==> src/rtl/subckt_power_probe.sv <==
// subckt_power_probe
// Drives a 4-input combinational sub-circuit with an LFSR vector sequence,
// compacts its 1-bit response into a 16-bit MISR signature, and counts
// input and output toggles as a switching-activity proxy.
//
// state | meaning
// ------+--------------------------------------------------------------
// IDLE  | stim held at 0, results from the last run held, waiting start
// RUN   | one vector per cycle; resp of the driven vector sampled
// DONE  | one-cycle done pulse, busy low, then back to IDLE

module subckt_power_probe #(
  parameter int unsigned NUM_VEC   = 256,
  parameter logic [15:0] LFSR_SEED = 16'hACE1,
  parameter int unsigned CNT_W     = 20
) (
  input  logic             clk,
  input  logic             rst_n,
  input  logic             start,
  input  logic             abort,
  output logic [3:0]       stim,
  input  logic             resp,
  output logic             busy,
  output logic             done,
  output logic             aborted,
  output logic [15:0]      signature,
  output logic [CNT_W-1:0] in_toggles,
  output logic [CNT_W-1:0] out_toggles,
  output logic [15:0]      vec_count
);

  typedef enum logic [1:0] {
    IDLE = 2'd0,
    RUN  = 2'd1,
    DONE = 2'd2
  } state_e;

  localparam logic [15:0] LAST_VEC = 16'(NUM_VEC - 1);

  state_e           state_q;
  logic [15:0]      lfsr_q;
  logic [3:0]       stim_q;
  logic             busy_q;
  logic             done_q;
  logic             aborted_q;
  logic [15:0]      sig_q;
  logic [CNT_W-1:0] in_tog_q;
  logic [CNT_W-1:0] out_tog_q;
  logic [15:0]      vec_q;
  logic             prev_resp_q;

  logic [15:0]      lfsr_d;
  logic [15:0]      sig_d;
  logic [CNT_W-1:0] in_tog_d;
  logic [CNT_W-1:0] out_tog_d;
  logic [CNT_W-1:0] in_tog_seed;
  logic             last_vec;

  function automatic logic [2:0] pop4(input logic [3:0] v);
    return {2'b00, v[0]} + {2'b00, v[1]} + {2'b00, v[2]} + {2'b00, v[3]};
  endfunction

  // Counters stick at all-ones instead of wrapping; the extra top bit of
  // the sum is the overflow indicator.
  function automatic logic [CNT_W-1:0] sat_add(input logic [CNT_W-1:0] a,
                                               input logic [2:0]       b);
    logic [CNT_W:0] s;
    s = {1'b0, a} + (CNT_W+1)'(b);
    if (s[CNT_W]) return '1;
    return s[CNT_W-1:0];
  endfunction

  // Next-value datapath: LFSR step, MISR step and saturating toggle sums.
  always_comb begin
    lfsr_d      = {lfsr_q[14:0], lfsr_q[15] ^ lfsr_q[13] ^ lfsr_q[12] ^ lfsr_q[10]};
    sig_d       = {sig_q[14:0], 1'b0} ^ (sig_q[15] ? 16'h1021 : 16'h0000)
                  ^ {15'b0, resp};
    in_tog_d    = sat_add(in_tog_q, pop4(stim_q ^ lfsr_d[3:0]));
    out_tog_d   = sat_add(out_tog_q, {2'b00, resp ^ prev_resp_q});
    in_tog_seed = sat_add('0, pop4(LFSR_SEED[3:0]));
    last_vec    = (vec_q == LAST_VEC);
  end

  // Sequencer FSM with all outputs registered.
  always_ff @(posedge clk or negedge rst_n) begin
    if (!rst_n) begin
      state_q     <= IDLE;
      lfsr_q      <= '0;
      stim_q      <= '0;
      busy_q      <= 1'b0;
      done_q      <= 1'b0;
      aborted_q   <= 1'b0;
      sig_q       <= '0;
      in_tog_q    <= '0;
      out_tog_q   <= '0;
      vec_q       <= '0;
      prev_resp_q <= 1'b0;
    end else begin
      done_q <= 1'b0;
      case (state_q)
        IDLE: begin
          if (start) begin
            lfsr_q      <= LFSR_SEED;
            stim_q      <= LFSR_SEED[3:0];
            sig_q       <= '0;
            // Vector 0 already flips bits relative to the idle value 0.
            in_tog_q    <= in_tog_seed;
            out_tog_q   <= '0;
            vec_q       <= '0;
            prev_resp_q <= 1'b0;
            aborted_q   <= 1'b0;
            busy_q      <= 1'b1;
            state_q     <= RUN;
          end
        end
        RUN: begin
          if (abort) begin
            // Current resp is discarded; partial results stay visible.
            stim_q    <= '0;
            aborted_q <= 1'b1;
            busy_q    <= 1'b0;
            state_q   <= IDLE;
          end else begin
            sig_q       <= sig_d;
            out_tog_q   <= out_tog_d;
            prev_resp_q <= resp;
            vec_q       <= vec_q + 16'd1;
            if (last_vec) begin
              stim_q  <= '0;
              busy_q  <= 1'b0;
              done_q  <= 1'b1;
              state_q <= DONE;
            end else begin
              lfsr_q   <= lfsr_d;
              stim_q   <= lfsr_d[3:0];
              in_tog_q <= in_tog_d;
            end
          end
        end
        DONE: begin
          state_q <= IDLE;
        end
        default: begin
          state_q <= IDLE;
        end
      endcase
    end
  end

  assign stim        = stim_q;
  assign busy        = busy_q;
  assign done        = done_q;
  assign aborted     = aborted_q;
  assign signature   = sig_q;
  assign in_toggles  = in_tog_q;
  assign out_toggles = out_tog_q;
  assign vec_count   = vec_q;

endmodule

==> config.mk <==
export PLATFORM = sky130hd
export DESIGN_NAME = subckt_power_probe
export DESIGN_NICKNAME = d
export VERILOG_FILES = /design/src/rtl/subckt_power_probe.sv
export SDC_FILE = /design/constraint.sdc
export NUM_CORES = 1
export LEC_CHECK = 0
export ABC_AREA = 1
export CORE_AREA = 3 3 110 112
export CTS_CLUSTER_DIAMETER = 50
export CTS_CLUSTER_SIZE = 30
export DETAILED_ROUTE_END_ITERATION = 10
export DIE_AREA = 0 0 113 115
export GPL_TIMING_DRIVEN = 0
export PLACE_DENSITY = 0.74
export SYNTH_ARGS = -nofsm -noshare
export SYNTH_HDL_FRONTEND = slang
export SYNTH_SLANG_ARGS = --single-unit
==> constraint.sdc <==
create_clock -name clk -period 6.5 [get_ports clk]
set_input_delay 0.975 -clock clk [delete_from_list [all_inputs] [get_ports clk]]
set_output_delay 0.975 -clock clk [all_outputs]
set_load 0.03 [all_outputs]
# --- Word-level counts from Yosys, hierarchy flattened ---
# Index checks and enable logic that the tools add are counted.
totals:
  reg_bits: 98
  elab_cells: 82
  input_bits: 5
classes:
  bitwise_logic: 7
  n_addsub: 6
  n_reduce_logical: 8
  mux: 43
  eq_ne: 7
op_table:
  columns: ["cell", "n"]
  rows:
  - ["20-bit 2-to-1 mux", 9]
  - ["16-bit 2-to-1 mux", 6]
  - ["16-bit case mux with 2 select lines", 3]
  - ["20-bit case mux with 2 select lines", 2]
  - ["20-bit by 1-bit adder with 21-bit output", 1]
  - ["20-bit by 3-bit adder with 21-bit output", 1]
  - ["16-bit by 1-bit adder with 16-bit output (second input constant)", 1]
  - ["16-bit by 8-bit equality test with 1-bit output (second input constant)", 1]
  - ["16-bit by 1-bit bitwise XOR with 16-bit output", 1]
  - ["16-bit by 13-bit bitwise XOR with 16-bit output", 1]
  - ["13-bit 2-to-1 mux", 1]
  - ["4-bit 2-to-1 mux", 3]
  - ["1-bit 2-to-1 mux", 11]
  - ["3-bit AND reduction", 3]
  - ["2-bit inequality test (second input constant)", 4]
  - ["4-bit case mux with 2 select lines", 1]
  - ["2-bit 2-to-1 mux", 3]
  - ["1-bit case mux with 2 select lines", 3]
  - ["2-bit case mux with 2 select lines", 1]
  - ["2-bit AND reduction", 2]
  - ["4-bit AND reduction", 1]
  - ["1-bit bitwise XOR", 4]
  - ["4-bit bitwise XOR", 1]
  - ["2-bit by 1-bit adder with 3-bit output", 1]
  - ["other kinds (6)", 6]

# --- Logic depth before layout (Yosys ltp) ---
# Gate-level depths: netlist of run 1.
logic_depth:
  depth_word: 13
  depth_mapped: 16
  ltp_nobuf: 16

# --- Worst setup path after synthesis of run 1 ---
# Ideal clock, no wire load.
synth_path:
  kind: "reg2reg"
  startpoint: "reg lfsr_q[12]"
  endpoint: "reg in_tog_q[15] (netlist: in_toggles[15])"
  slack_ps: 3461
  n_path_buf: 1
  setup_ps: 117
  path_stages_with_launch: 17
  required_ps: 6383
  t_arrival_ps: 2922
  period_less_slack_ps: 3039
  path_cell_list: "dfrtp_1 > xor2_1 > xnor2_1 > xnor2_1 > fa_1 > inv_1 > fa_1 > fa_1 > nand2_1 > inv_1 > nand3_2 > nor2_4 > nand3_4 > buf_6 > nand3_2 > nand2_1 > nand2_1"
synth_via:
  elab_chain_len: 12
synth_rtl:
  columns: ["element", "line_no", "rtl"]
  rows:
  - ["from (decl)", "41", "logic [15:0] lfsr_q;"]
  - ["from (signal assigned)", "134", "lfsr_q <= lfsr_d;"]
  - ["1-bit bitwise XOR (*) (2 in a row)", "75", "lfsr_d = {lfsr_q[14:0], lfsr_q[15] ^ lfsr_q[13] ^ lfsr_q[12] ^ lfsr_q[10]};"]
  - ["4-bit bitwise XOR (*)", "78", "in_tog_d = sat_add(in_tog_q, pop4(stim_q ^ lfsr_d[3:0]));"]
  - ["1-bit by 1-bit adder with 2-bit output (*)", "60", "return {2'b00, v[0]} + {2'b00, v[1]} + {2'b00, v[2]} + {2'b00, v[3]};"]
  - ["2-bit by 1-bit adder with 3-bit output (*)", "60", null]
  - ["3-bit by 1-bit adder with 3-bit output (*)", "60", null]
  - ["20-bit by 3-bit adder with 21-bit output (*)", "68", "s = {1'b0, a} + (CNT_W+1)'(b);"]
  - ["1-bit 2-to-1 mux", "69", "if (s[CNT_W]) return '1;"]
  - ["20-bit 2-to-1 mux (*)", "70", "return s[CNT_W-1:0];"]
  - ["20-bit 2-to-1 mux (*)", "128", "if (last_vec) begin"]
  - ["20-bit 2-to-1 mux (*)", "117", "if (abort) begin"]
  - ["20-bit case mux with 2 select lines (*)", "100", "case (state_q)"]
  - ["to (signal assigned)", "107", "in_tog_q <= in_tog_seed;"]
  - ["to (signal assigned)", "136", "in_tog_q <= in_tog_d;"]
  - ["to (decl)", "47", "logic [CNT_W-1:0] in_tog_q;"]
# Mark *: on every way between the ends. The rest lies on a longest branch, timed or not. The select of a mux whose other input is x is not followed.
# A chain may end at the register's enable or synchronous reset.

# --- Worst setup path after layout of run 1 ---
layout_path:
  startpoint: "reg lfsr_q[15]"
  endpoint: "reg in_tog_q[9] (netlist: in_toggles[9])"
layout_via:
  elab_chain_len: 13
layout_rtl:
  columns: ["element", "line_no"]
  rows:
  - ["1-bit bitwise XOR (*) (3 in a row)", "75"]
  - ["4-bit bitwise XOR (*)", "78"]
  - ["1-bit by 1-bit adder with 2-bit output (*)", "60"]
  - ["2-bit by 1-bit adder with 3-bit output (*)", "60"]
  - ["3-bit by 1-bit adder with 3-bit output (*)", "60"]
  - ["20-bit by 3-bit adder with 21-bit output (*)", "68"]
  - ["1-bit 2-to-1 mux", "69"]
  - ["20-bit 2-to-1 mux (*)", "70"]
  - ["20-bit 2-to-1 mux (*)", "128"]
  - ["20-bit 2-to-1 mux (*)", "117"]
  - ["20-bit case mux with 2 select lines (*)", "100"]
# Marked as above.

==> results of run 1 <==
## metrics by stage
step                      total power, W  setup slack [ps]
after floorplan                  0.00110              3460
after global placement           0.00126               787
after detailed placement         0.00128              3160
after CTS                        0.00182              3110
after global routing             0.00192              2860
final                            0.00181              3130
## where the power goes
part | switching, W | leakage [nW] | internal [W] | total, W
logic | 0.000333 | 1.70 | 0.000205 | 0.000539
registers | 0.0000644 | 1.33 | 0.000672 | 0.000737
clock network | 0.000237 | 0.136 | 0.000298 | 0.000534
## cell usage in the layout, fill, tap and decap left out, types with 16 or more instances in the layout
cell type / Yosys / layout
sky130_fd_sc_hd__nor2_1: 65 / 65
sky130_fd_sc_hd__nor3_1: 16 / 16
sky130_fd_sc_hd__nand4_1: 19 / 19
sky130_fd_sc_hd__o21ai_0: 37 / 37
sky130_fd_sc_hd__clkdlybuf4s50_1: 0 / 82
sky130_fd_sc_hd__nand2_1: 269 / 269
sky130_fd_sc_hd__nand3_1: 57 / 57
sky130_fd_sc_hd__dfrtp_1: 98 / 98
sky130_fd_sc_hd__o21ai_1: 16 / 16
sky130_fd_sc_hd__inv_1: 62 / 62
## final timing paths
path,start,to,slack [ps],cells past startpoint
setup / recovery,lfsr_q[15],in_toggles[9],3130,16
hold / removal,lfsr_q[8],lfsr_q[9],480,2
setup reg to reg,lfsr_q[15],in_toggles[9],3130,16
hold reg to reg,lfsr_q[8],lfsr_q[9],480,2
max in group asynchronous,rst_n,in_toggles[9],5240,2
min in group asynchronous,rst_n,out_toggles[9],580,1
## layout make-up
| class | count | area [um^2] | area share |
|---|---|---|---|
| clock inverter | 5 | 55.1 | 0.00797 |
| sequential | 98 | 2450 | 0.355 |
| buffer | 21 | 153 | 0.0221 |
| tap | 143 | 179 | 0.0259 |
| timing repair buffer | 84 | 856 | 0.124 |
| inverter | 69 | 264 | 0.0382 |
| clock buffer | 11 | 233 | 0.0337 |
| multi-input combinational | 559 | 2720 | 0.393 |
## state kept, by name, indices dropped and copies added, names as in the netlist
signal	cells
busy	1
done	1
aborted	1
out_toggles	20
signature	16
stim	4
in_toggles	20
state_q	2
vec_count	16
prev_resp_q	1
lfsr_q	16
## worst max-delay path, stage by stage (launching register included)
cell and delay [ps]:
sky130_fd_sc_hd__dfrtp_1 400, sky130_fd_sc_hd__xnor2_1 150, sky130_fd_sc_hd__xnor2_1 260, sky130_fd_sc_hd__xnor2_1 130, sky130_fd_sc_hd__fa_1 510, sky130_fd_sc_hd__inv_1 60
sky130_fd_sc_hd__fa_1 460, sky130_fd_sc_hd__fa_1 430, sky130_fd_sc_hd__nand2_1 90, sky130_fd_sc_hd__inv_1 60, sky130_fd_sc_hd__nand3_2 100, sky130_fd_sc_hd__nor2_4 70
sky130_fd_sc_hd__nand3_4 130, sky130_fd_sc_hd__buf_6 190, sky130_fd_sc_hd__nand2_1 80, sky130_fd_sc_hd__nand2_1 80, sky130_fd_sc_hd__nand2_1 50
## kinds of logic (layout without fill, tap and decap cells)
| family | count (synthesis) | after routing |
|---|---|---|
| adders and majority gates | 7 | 7 |
| DFF | 98 | 98 |
| buffers and inverters | 90 | 190 |
| and+or+nand+nor | 462 | 462 |
| xor gates and xnor gates | 20 | 20 |
| AOI/OAI and AO/OA | 70 | 70 |
## metal layers
metal / routed length [um] / track usage / part of all wire
met1: 6460 / 0.317 / 0.44
met2: 7230 / 0.395 / 0.49
met3: 898 / 0.0332 / 0.061
met4: 232 / 0.0881 / 0.016
met5: 0 / 0 / 0
==> impl.org, run 1 <==
** Outcome
- Outcome :: complete, no violations

** STA
- The final number of hold-violating endpoints was 0.
- For the pin with the worst max-slew slack, the measured transition is 597 ps.
- Setup clock skew after layout :: 7.50 ps
- Summed negative setup slack over all endpoints :: 0 ps
- The total count of max-transition violations in the final report was 0.
- Of the available clock period, the critical path in the final layout requires 0.518.
- Setup violation total in the final timing report :: 0
- Static timing analysis puts the maximum clock frequency at 297 MHz.
- Tightest hold margin :: 478 ps
- Setup repair after global routing left no endpoint under its margin.
- Clock period minus final worst setup slack :: 3370 ps
- Headroom to the max-slew limit came out at 0.602.

** Clock tree
- Number of buffers on the longest clock path :: 2
- Depth of the CTS H-tree :: 3
- Library cell used as clock root buffer :: sky130_fd_sc_hd__clkbuf_16
- Skew-Pair Late Insertion Delay :: 350 ps
- The number of setup buffers added after CTS is 0.
- Post-CTS clock slew at the launch and capture registers of the worst setup and hold paths :: 70 ps
- TritonCTS clock tree :: yes
- CTS saw around 100 sinks.
- After clock tree synthesis, the repair step resized 0 gates.
- The number of clock buffers added by TritonCTS is 9.
- After clock tree synthesis, the flow added hold-fix buffers numbering 0.

** GRT
- Total global routing overflow :: 0
- The first global-routing pass estimated 24800 um of wire.
- The number of global-route vias before repair was around 5000.
- Largest net degree at the start of global routing :: a little over 60
- The initial antenna violation count was 0.
- Total global-route track usage :: 0.237

** Flow run
- Across the run, the number of max-cap violations was 0.

** Power and ir drop
- IR analysis of the VDD net gives a maximum drop of 0.234 mV.
- Power spread over the standard cell area amounts to 262 nW/um^2.
- Cell leakage power :: 3.16 nW

** Synthesis
- The most common cell in the synthesized netlist is sky130_fd_sc_hd__nand2_1.
- In this run, distinct cell masters in the synthesized netlist total 37.
- Number of register bits inferred by synthesis :: 98
- In the synthesized netlist the async set-or-reset flop fraction comes to 1.00.
- Top cell type by total area after synthesis :: sky130_fd_sc_hd__dfrtp_1
- Post-synthesis instance total :: around 750
- Seq/Total Area, Yosys :: 0.439
- When the netlist entered floorplanning its net count stood at 759.
- Measured against the total synthesized area, the mux share comes to 0.
- Count of flip-flops with a built-in enable after synthesis :: 0
- Among all flip-flop cells after synthesis, the most frequent one is sky130_fd_sc_hd__dfrtp_1.
- Dominant combinational cell family by area after synthesis :: simple AND/OR/NAND/NOR gates
- Adder-Cell Fraction of Synth Area :: 0.0197
- Commonest cells post-synth :: sky130_fd_sc_hd__nand2_1, sky130_fd_sc_hd__dfrtp_1, sky130_fd_sc_hd__nor2_1
- The compound-cell area share of the yosys netlist is 0.0667.
- By area the synthesized netlist is led by sky130_fd_sc_hd__dfrtp_1, sky130_fd_sc_hd__nand2_1, sky130_fd_sc_hd__nand3_1.
- The share of synthesized area in the top cell type comes to 0.439.
- Of the total synthesized cell area, the portion taken by XOR and XNOR cells is 0.0314.
- Area share of and/or/nand/nor cells after synthesis :: 0.369
- For this run, the number of Yosys warnings is 0.
- The synthesized netlist occupies a cell area of roughly 5600 um^2.
- After synthesis, the mean cell area works out to 7.48 um^2.

** Critical path
- The critical path is of the register to register type.
- Sort of element at the end of the critical path :: register
- Required time of the critical path :: 6740 ps
- Launching element type of the critical path :: register
- Data on the critical path arrives at its endpoint at 3610 ps.
- Highest fanout seen on the critical path :: 10

** Routing
- Using the TritonRoute via totals, the vias-per-cell ratio works out to 5.38.
- Detailed-route wire length per cell :: 15.0 um
- Initial DRC count :: 354
- First-pass iteration count of the detailed router :: 5
- The routed layout has 5330 vias.
- For this run, design rule violations remaining after detail routing come to 0.
- The routed design has approximately 15000 um of wire.
- Detail Route Antenna Nets :: 0

** Finish
- Fill cell instance count of the final layout :: between 1000 and 1500
- Ant. Diodes :: 0
- Relative to the synthesized area, the layout overhead comes to 23.7%.
- Of the cells placed in the final design, the portion with a size suffix greater than 1 is 0.0767.
- With fillers left out, the area of the finished cells amounts to a little under 7000 um^2.
- Nets :: 854
- Utilization after layout :: 0.610
- For this run, the number of standard cells in the final layout without fillers is 990.

** Place
- GPL Wtd Cong :: 0.931
- Number of input and output port buffers inserted :: 83
- Placed standard-cell area :: 6620 um^2
- The HPWL after detailed placement is 10800 um.
- Including well taps, the total number of placed cells is ~1000.

** Floorplanning
- Core Rows :: 39
- Boundary Pins :: 84
- In this run the standard cell core region covers 11300 um^2.
- Die width :: 113 um
- Effective utilization at floorplan :: 0.493
- The die is 115 um tall.
- Die area :: 13000 um^2

** Hold path
- Min-delay worst type :: register to register
Note: power is estimated with default switching activity, not from simulation.
==> inputs of run 2 (changes only) <==
Settings changed: CORE_AREA 3 3 110 112 to 3 3 111 113, DIE_AREA 0 0 113 115 to 0 0 114 116, PLACE_DENSITY 0.74 to 0.75.
Clock period 6.5 ns to 2.8 ns, I/O delays scaled along.
==> impl.org, run 2 (synthesized netlist as in run 1, its figures left out) <==
** Critical path
- The critical path launch point type was a register (unchanged).
- The maximum fanout along the worst path came to 5 (was 10).
- The data required time at the worst endpoint is 3040 ps (was 6740 ps).
- The category of the most critical setup path is register to register (unchanged).
- The type of destination of the critical path is a register (unchanged).
- The data arrival time at the worst-slack endpoint is 3400 ps (was 3610 ps).

** GRT
- The first-pass GRT wire length came to 24600 um (was 24800 um).
- The maximum number of pins on one net before global-route repair is 71 (was 61).
- The leftover overflow at the end of global routing came to 0 (unchanged).
- Via count of the first global-routing pass :: 5089 (was 5036)
- The initial antenna violation count is 0 (unchanged).
- Total global-route track usage :: 0.231 (was 0.237)

** Routing
- First-pass iteration count of the detailed router :: 5 (unchanged)
- The routed length per instance came to 14.8 um (was 15.0 um).
- The via count was 5369 (was 5330).
- The mean number of vias per cell was 5.36 (was 5.38).
- The final routed DRC violation total was 0 (unchanged).
- The final wirelength came to 14900 um (was 14800 um).
- The residual antenna-violating net count after detailed routing was 0 (unchanged).
- The number of DRC markers in iteration 0 was 377 (was 354).

** Power and ir drop
- The leakage power summed over all cells is 3.27 nW (was 3.16 nW).
- Net Switching :: 0.00156 W (was 0.000634 W)
- Power share of the clock group :: 0.287 (was 0.295)
- IR Drop Worst-Case VDD :: 0.774 mV (was 0.234 mV)
- Power per Cell Area :: 625 nW/um^2 (was 262 nW/um^2)
- The internal power consumption is 0.00289 W (was 0.00117 W).
- The power share of the combinational group was 0.326 (was 0.298).
- Sequential power share :: 0.387 (was 0.407)
- Switch share :: 0.351 (about the same)

** STA
- Setup clock skew after layout :: 6.39 ps (was 7.50 ps)
- Highest achievable clock rate :: 317 MHz (was 297 MHz)
- Unrepaired setup endpoints after global routing :: true (was false)
- Tightest Pin Transition :: 562 ps (was 597 ps)
- Setup violation total in the final timing report :: 20 (was 0)
- The total count of max-transition violations in the final report was 0 (unchanged).
- The final total negative setup slack is -5720 ps (was 0 ps).
- The max-slew headroom at the worst pin is 0.625 (was 0.602).
- The final number of hold-violating endpoints is 0 (unchanged).
- The final setup slack of the worst path was -354 ps (was 3130 ps).
- Clock period minus final worst setup slack :: 3150 ps (was 3370 ps)
- Share of the clock period used by the worst path :: 1.13 (was 0.518)

** Outcome
- Outcome :: finished, violations left (was complete, no violations)
- Violations in the final reports :: negative setup slack

** Finish
- Utilization after layout :: 0.624 (was 0.610)
- Most frequent cells in the layout: sky130_fd_sc_hd__nand2_1, sky130_fd_sc_hd__dfrtp_1, sky130_fd_sc_hd__clkdlybuf4s50_1 (unchanged).
- Fill cell instance count of the final layout :: 1032 (was 1029)
- Area grow syn2layout :: 27.6% (was 23.7%)
- Nets :: 866 (was 854)
- Most common library cell in the layout ignoring fill and taps :: sky130_fd_sc_hd__nand2_1 (unchanged)
- Fraction of layout cells with a size suffix above 1 :: 0.112 (was 0.0767)
- Ant. Diodes :: 0 (unchanged)

** Clock tree
- Post-CTS clock slew at the launch and capture registers of the worst setup and hold paths :: 70 ps (about the same)
- The maximum count of clock buffers along a single path was 2 (unchanged).
- The clock buffer count from CTS was 9 (unchanged).
- Sink count of the clock tree :: 98 (unchanged)
- TritonCTS clock tree :: yes (unchanged)
- Depth of the CTS H-tree :: 3 (unchanged)
- Library cell used as clock root buffer :: sky130_fd_sc_hd__clkbuf_16 (unchanged)
- Skew-Pair Late Insertion Delay :: 350 ps (about the same)

** Hold path
- The kind of path behind the tightest hold check is register to register (unchanged).

** Floorplanning
- The number of primary I/O pins is 84 (unchanged).
- Die span in y :: 116 um (was 115 um)
- The area of the die was 13200 um^2 (was 13000 um^2).
- The die width is 114 um (was 113 um).
- The initial cell density of the core came to 0.489 (was 0.493).
- Area of the core region :: 11400 um^2 (was 11300 um^2)
- Core Rows :: 39 (unchanged)

** Place
- Number of input and output port buffers inserted :: 83 (unchanged)
- GPL Wtd Cong :: 0.918 (was 0.931)
- The post-detailed-placement half-perimeter wirelength came to 10600 um (was 10800 um).
- Worst Setup Slack post-DPL :: -415 ps (was 3160 ps)

** Flow run
- The total of max-cap violations was 0 (unchanged).
## run 2: power by group through the flow
stage,logic [W],clock network (W),registers [W]
finish,0.00145,0.00128,0.00172
detailed placement,0.00126,0,0.00173
global placement,0.00121,0,0.00173
global route,0.00160,0.00135,0.00175
floorplan,0.000720,0,0.00184
CTS,0.00132,0.00130,0.00171
## run 2: final timing paths
kind / from / endpoint / cells after the start / slack [ps]
max: lfsr_q[13] / in_toggles[9] / 17 / -350
min: lfsr_q[7] / lfsr_q[8] / 2 / 470
max reg2reg: lfsr_q[13] / in_toggles[9] / 17 / -350
min reg2reg: lfsr_q[7] / lfsr_q[8] / 2 / 470
max in group asynchronous: rst_n / in_toggles[17] / 3 / 1590
min in group asynchronous: rst_n / out_toggles[10] / 2 / 530
## run 2: worst max-delay path, cell delays in order, from the launching register on
cell and delay (ps):
sky130_fd_sc_hd__dfrtp_1 430, sky130_fd_sc_hd__xnor2_2 180, sky130_fd_sc_hd__xnor2_2 260, sky130_fd_sc_hd__xnor2_2 110, sky130_fd_sc_hd__fa_1 500, sky130_fd_sc_hd__inv_1 50
sky130_fd_sc_hd__fa_2 350, sky130_fd_sc_hd__fa_2 380, sky130_fd_sc_hd__nand2_2 100, sky130_fd_sc_hd__inv_2 50, sky130_fd_sc_hd__nand3_4 70, sky130_fd_sc_hd__nor2_4 50
sky130_fd_sc_hd__nand3_4 100, sky130_fd_sc_hd__buf_6 120, sky130_fd_sc_hd__buf_8 110, sky130_fd_sc_hd__nand2_1 50, sky130_fd_sc_hd__nand2_1 60, sky130_fd_sc_hd__nand2_1 50
## run 2: repair_timing
| action | CTS | global route |
|---|---|---|
| gates cloned | 1 | 0 |
| setup endpoints to repair | 20 | 20 |
| resized for setup | 10 | 15 |
| setup buffers | 6 | 4 |
| pin swaps | 7 | 6 |
| hold buffers | 1 | 0 |
| hold endpoints to repair | 8 | 0 |
## run 2: routing by layer
layer,GRT usage,up-vias,part of all wire
met5,0,-,0
li1,-,2599,-
met3,0.0339,25,0.048
met4,0.0911,0,0.019
met1,0.308,2575,0.44
met2,0.380,170,0.49
## run 2: layout make-up
| class | instances | area (um^2) | area share |
|---|---|---|---|
| plain buffers | 21 | 156 | 0.0219 |
| clock buffers | 11 | 243 | 0.0341 |
| clock inverters | 5 | 61.3 | 0.00860 |
| inverters | 69 | 264 | 0.0370 |
| multi-input cells | 559 | 2800 | 0.392 |
| flip-flops and latches | 98 | 2450 | 0.344 |
| well taps | 143 | 179 | 0.0251 |
| repair buffers | 96 | 976 | 0.137 |
## run 2: per-stage QoR
step | cells | hold WS [ps] | total power, W | instance area (um^2)
4_1_cts | 998 | 475 | 0.00433 | 7040
5_1_grt | 1002 | 503 | 0.00470 | 7130
3_3_place_gp | 973 | 452 | 0.00294 | 6600
2_1_floorplan | 747 | 124 | 0.00256 | 5590
6_report | 1002 | 472 | 0.00445 | 7130
3_5_place_dp | 974 | 373 | 0.00299 | 6630
==> inputs of run 3 (changes only) <==
Settings changed: HOLD_SLACK_MARGIN from default to 0.1.
==> results of run 3 <==
The final DEF is identical to that of run 2; final timing and power are the same.
